## src/rtl/instr_fetch_unit.sv

```systemverilog
// Instruction fetch unit: PC register, single-entry output slot, RUN/HALT FSM.
// Optional macro IFU_MISALIGN_CHECK_EN traps misaligned redirect targets.
module instr_fetch_unit #(
    parameter logic [31:0] RESET_PC = 32'h0000_0000
) (
    input  logic        clk,
    input  logic        rst_n,
    output logic [9:0]  rom_addr,
    input  logic [31:0] rom_data,
    output logic        if_valid,
    input  logic        if_ready,
    output logic [31:0] if_instr,
    output logic [31:0] if_pc,
    input  logic        redirect_valid,
    input  logic [31:0] redirect_target,
    input  logic        halt,
    output logic        halted,
    output logic        misalign_err
);

    typedef enum logic {RUN, HALT} state_t;

    state_t      state_q, state_d;
    logic [31:0] pc_q, pc_d;
    logic        valid_q, valid_d;
    logic [31:0] instr_q, instr_d;
    logic [31:0] ipc_q, ipc_d;
    logic        misalign_q, misalign_d;
    logic        target_bad;
    logic [31:0] target_pc;

`ifdef IFU_MISALIGN_CHECK_EN
    assign target_bad = (redirect_target[1:0] != 2'b00);
    assign target_pc  = redirect_target;
`else
    logic unused_target_lsbs;
    assign unused_target_lsbs = ^redirect_target[1:0];
    assign target_bad = 1'b0;
    assign target_pc  = {redirect_target[31:2], 2'b00};
`endif

    always_ff @(posedge clk or negedge rst_n) begin
        if (!rst_n) begin
            state_q    <= RUN;
            pc_q       <= RESET_PC;
            valid_q    <= 1'b0;
            instr_q    <= '0;
            ipc_q      <= '0;
            misalign_q <= 1'b0;
        end else begin
            state_q    <= state_d;
            pc_q       <= pc_d;
            valid_q    <= valid_d;
            instr_q    <= instr_d;
            ipc_q      <= ipc_d;
            misalign_q <= misalign_d;
        end
    end

    // Priority in RUN: misaligned redirect, halt, redirect, then fetch.
    always_comb begin
        state_d    = state_q;
        pc_d       = pc_q;
        valid_d    = valid_q;
        instr_d    = instr_q;
        ipc_d      = ipc_q;
        misalign_d = misalign_q;
        if (state_q == RUN) begin
            if (redirect_valid && target_bad) begin
                state_d    = HALT;
                valid_d    = 1'b0;
                misalign_d = 1'b1;
            end else if (halt) begin
                state_d = HALT;
                valid_d = 1'b0;
                if (redirect_valid) begin
                    pc_d = target_pc;
                end
            end else if (redirect_valid) begin
                pc_d    = target_pc;
                valid_d = 1'b0;
            end else if (!valid_q || if_ready) begin
                instr_d = rom_data;
                ipc_d   = pc_q;
                valid_d = 1'b1;
                pc_d    = pc_q + 32'd4;
            end
        end
    end

    assign rom_addr     = pc_q[11:2];
    assign if_valid     = valid_q;
    assign if_instr     = instr_q;
    assign if_pc        = ipc_q;
    assign halted       = (state_q == HALT);
    assign misalign_err = misalign_q;

endmodule

```

## config.mk

```make
export PLATFORM = sky130hd
export DESIGN_NAME = instr_fetch_unit
export DESIGN_NICKNAME = d
export VERILOG_FILES = /design/src/rtl/instr_fetch_unit.sv
export SDC_FILE = /design/constraint.sdc
export NUM_CORES = 1
export LEC_CHECK = 0
export ABC_AREA = 1
export CORE_ASPECT_RATIO = 0.8
export CORE_MARGIN = 5
export CORE_UTILIZATION = 52
export DETAILED_ROUTE_END_ITERATION = 8
export PLACE_DENSITY = 0.87
export SETUP_SLACK_MARGIN = 0.3
export SLEW_MARGIN = 40
export SYNTH_ARGS = -nofsm -noshare
export SYNTH_HDL_FRONTEND = slang
export SYNTH_SLANG_ARGS = --single-unit
```

## constraint.sdc

```tcl
create_clock -name clk -period 2.2 [get_ports clk]
set_clock_uncertainty 0.1 [all_clocks]
set_input_delay 0.33 -clock clk [delete_from_list [all_inputs] [get_ports clk]]
set_output_delay 0.33 -clock clk [all_outputs]
set_load 0.05 [all_outputs]
```

After elaboration in Yosys (flattened, before gate mapping)
Cells that the tools add are included.
- memories: 0
- bits in latches: 0
- memory bits (read-only): 0
- word-level logic and storage cells: 26
- register bits after elaboration: 98
- bits of input ports: 69
- bits in writable memories: 0
- output and inout port bits: 77
- multiplexer cells: 9
- $lt $le $gt $ge: 0
- equal/unequal tests: 1
- multipliers: 0
- $add $sub $neg: 1
- div/mod/pow operators: 0
- shifts and indexed selects: 0
- reductions and logical operators: 7
- bitwise operators: 3
- operators with widths (kind ; count):
    two-way mux 32 bit ; 4
    adder 32 x 3 -> 32 bit, second input constant ; 1
    two-way mux 1 bit ; 5
    AND reduction 4 bit ; 1
    inverter 1 bit ; 3
    AND reduction 3 bit ; 1
    nonzero test 3 bit ; 1
    inequality test 2 bit, second input constant ; 1
    AND reduction 2 bit ; 1
    nonzero test 2 bit ; 1
    logical NOT 1 bit ; 1
    logical OR 1 bit ; 1

Logic depth before layout (Yosys ltp)
- word-level depth: 5
- gate-level depth with buffers: 10
- depth with buffers taken out: 10

Worst setup path before layout
No wires, ideal clock.
- kind: reg2reg
- start: register state_q, in the netlist halted
- end: register instr_q[14], in the netlist if_instr[14]
- stages on the path, launching flop included: 7
- arrival time: 1560 ps
- setup slack: 415 ps
- data required time: 1975 ps
- buffers on the path: 2
- period minus slack after synthesis: 1785 ps
- cells stage by stage: dfrtp_1 nor2_2 o21ai_2 nor2_2 buf_6 buf_6 mux2_4
- longest elaborated chain between the ends: 2
- RTL lines (element ; RTL line ; text):
    from (decl) ; 23 ; state_t state_q, state_d;
    from (signal assigned) ; 51 ; state_q <= state_d;
    inverter 1 bit (no source line) ; - ;
    AND reduction 4 bit (no source line) ; - ;
    to (signal assigned) ; 54 ; instr_q <= instr_d;
    to (decl) ; 26 ; logic [31:0] instr_q, instr_d;
No other way between the ends.
A chain may end at the register's enable or synchronous reset.

Worst setup path in the final report
- start: register pc_q[5]
- end: output port rom_addr[3]
- RTL lines (element ; RTL line ; text):
    from (decl) ; 24 ; logic [31:0] pc_q, pc_d;
    from (signal assigned) ; 52 ; pc_q <= pc_d;
    to (decl) ; 8 ; output logic [9:0] rom_addr,
No word-level cell between the ends.

==> reports/summary.txt <==
Cell variety after synth - 33
Share of cells above drive strength 1 - 0.124
Slew headroom - 0.638
Clk Latency, worst-skew pair - 0.34 ns
Hold slack final - 0.386 ns
Slew Viols, Final - 0
Vias per cell - 5.23
Worst path slowest cell - dlygate4sd2_1
Syn. warnings - 0
1st-pass router iterations - 5
Top-count cell post-synth - nand2_1
Initial core utilization - 0.525
Worst Path Arrival - 1.40 ns
Final GP Congestion - 0.937
GRT busiest layer - met2
Maxcap violations - 0
Max incr delay on CP - 0.57 ns
# diodes - 0
# DRC - 0
Top-area cell type share of the netlist area - 0.470
Yosys top cell by area - dfrtp_1
Final-stage net count - 776
IO Pins - 146
Mapped cell area - 0.00500 mm^2
Required time of the critical path - 1.77 ns
Synth async-reset ratio - 1.00
Area growth, synth to finish - 33.7%
Hold path cells - 1
Cts bufs inserted - 9
Peak Freq - 0.547 GHz
Tot Pwr - 5.02 mW
Global-route track usage on met3 - 0.0588
Tmin final - 1.83 ns
Worst Hold Class - reg -> reg
Full die area - 0.0117 mm^2
WL per Instance - 16.1 um
CP startpoint kind - flip-flop
Mapped Cells - 576
Area contributors post-synth - dfrtp_1, nand2_1, mux2_4
Hold path startpoint - if_pc[22]
Power density over cell area - 751 mW/mm^2
Via count - 4,332
Crit path cell chain - dlygate4sd2_1
Post-CTS setup buffers - 0
Number of synthesized flops with an enable pin - 0
Worst Setup SP - pc_q[5]
Core region area - 0.00953 mm^2
R2R depth - 8
CTS sink count - 94
R2r startpoint - pc_q[3]
Synth Area per Inst - 8.68 um^2
Endpoints failing setup - 0
Synthesized flop and latch total - 94
Family with the most delay on the worst path - buffers and inverters
Main synth FF type - dfrtp_1
DP Wirelength - 9930 um
Total track usage - 0.237
Post-Route WL - 13,400 um
Routed Antenna Nets - 0
WP buf/inv - 1
Final hold violation count - 0
Crit end category - primary output
Met2 usage - 0.390
Actual slew at the worst max-slew pin - 0.542 ns
Top cells by instance count after synthesis - nand2_1, dfrtp_1, nor2_1
CTS Root Cell - clkbuf_16
First-pass GRT wire length - 22,500 um
Final setup TNS - 0 ns
Final core occ - 0.702
Row count - 32
Initial DRC count - 371
CP Max Fanout - 7
Die X - 120 um
Fin cells - 829
Pleak - 3.29 nW
Die Y - 97.7 um
Status - complete, no violations
Peak VDD IR - 0.604 mV
Max Root-Sink Buffers - 2
Antenna violations before repair - 0
CTS tree - built
Cells after DPL - 813
RSZ-0062 raised after global routing - false
Clock Pin Slew Worst Setup and Hold Paths - 0.06 ns
Total gr overflow - 0
Number of global-route vias before repair - 4,614
Critical Path Stages - 1
Largest net degree at the start of global routing - 95
Register area share after synthesis - 0.470
Port bufs - 140
Critical path type - reg -> out
H-tree levels - 3
Part of the cycle the worst path needs - 0.831
GRT met1 Usage - 0.310
==> per-stage QoR <==
step                      worst slack [ns]  instance area [um^2]
after floorplan                      0.415                  5010
after global placement               0.209                  6460
after detailed placement             0.126                  6460
after CTS                            0.358                  6680
after global routing                 0.303                  6690
final                                0.373                  6690
==> flip-flops by register name, summed over array words and instances (netlist names) <==
signal / flops
if_instr: 32
if_pc: 30
pc_q: 30
if_valid: 1
halted: 1
==> area by class of cell <==
type | instances | area, um^2
Timing Repair Buffer | 150 | 1450
Clock inverter | 3 | 43.8
Tap cell | 119 | 149
Clock buffer | 12 | 256
Multi-Input combinational cell | 408 | 2270
Inverter | 43 | 161
Sequential cell | 94 | 2350
Fill cell | 767 | 2840
==> power breakdown <==
part	internal, mW	switching (mW)	total (mW)
sequential	1.92	0.202	2.12
clock	0.937	0.630	1.57
combinational	0.444	0.884	1.33
==> kinds of logic after synthesis <==
logic type / count (synthesis) / synth area share
other: 1 / 0.000750
DFF: 94 / 0.470
muxes: 42 / 0.115
xor gates and xnor gates: 4 / 0.00701
adders and majority gates: 1 / 0.00250
AOI/OAI and AO/OA: 60 / 0.0733
and+or+nand+nor: 298 / 0.252
buffers and inverters: 76 / 0.0783
==> layer usage <==
layer / vias to the layer above / wire length (um)
met2: 155 / 6410
li1: 2084 / -
met3: 31 / 834
met1: 2062 / 5860
met5: - / 0
met4: 0 / 263
==> worst paths after layout <==
| path | end | slack (ns) |
|---|---|---|
| worst min-delay path | if_pc[22] | 0.39 |
| min in group asynchronous | if_instr[30] | 0.47 |
| worst min register to register | if_pc[22] | 0.39 |
| max in group asynchronous | if_pc[11] | 1.08 |
| worst max-delay path | rom_addr[3] | 0.37 |
| worst max register to register | pc_q[16] | 0.47 |
==> placed cells by master, fill, tap and decap left out, types with 2 or more instances in the layout <==
master,count
o21ai_1,3
a21oi_1,10
buf_4,5
clkdlybuf4s50_1,65
o21a_1,21
mux2_4,28
dfrtp_1,93
nand2_2,3
o22ai_1,2
inv_1,41
dlygate4sd2_1,73
nand2_1,166
nand4_1,4
nand2_4,2
conb_1,3
xor2_1,3
nor2_4,6
nor2_1,77
clkbuf_8,2
nor2_2,5
o21ai_2,2
clkbuf_16,9
nand3_1,32
o21ai_0,20
mux2_2,13
inv_2,2
buf_12,5
==> what timing repair did <==
item / in CTS / in global routing
hold buffers: 1 / 0
endpoints found under the setup margin: 74 / 5
hold endpoints to repair: 94 / 0
resized for setup: 74 / 5
No activity file was read; power rests on OpenSTA's default activity.
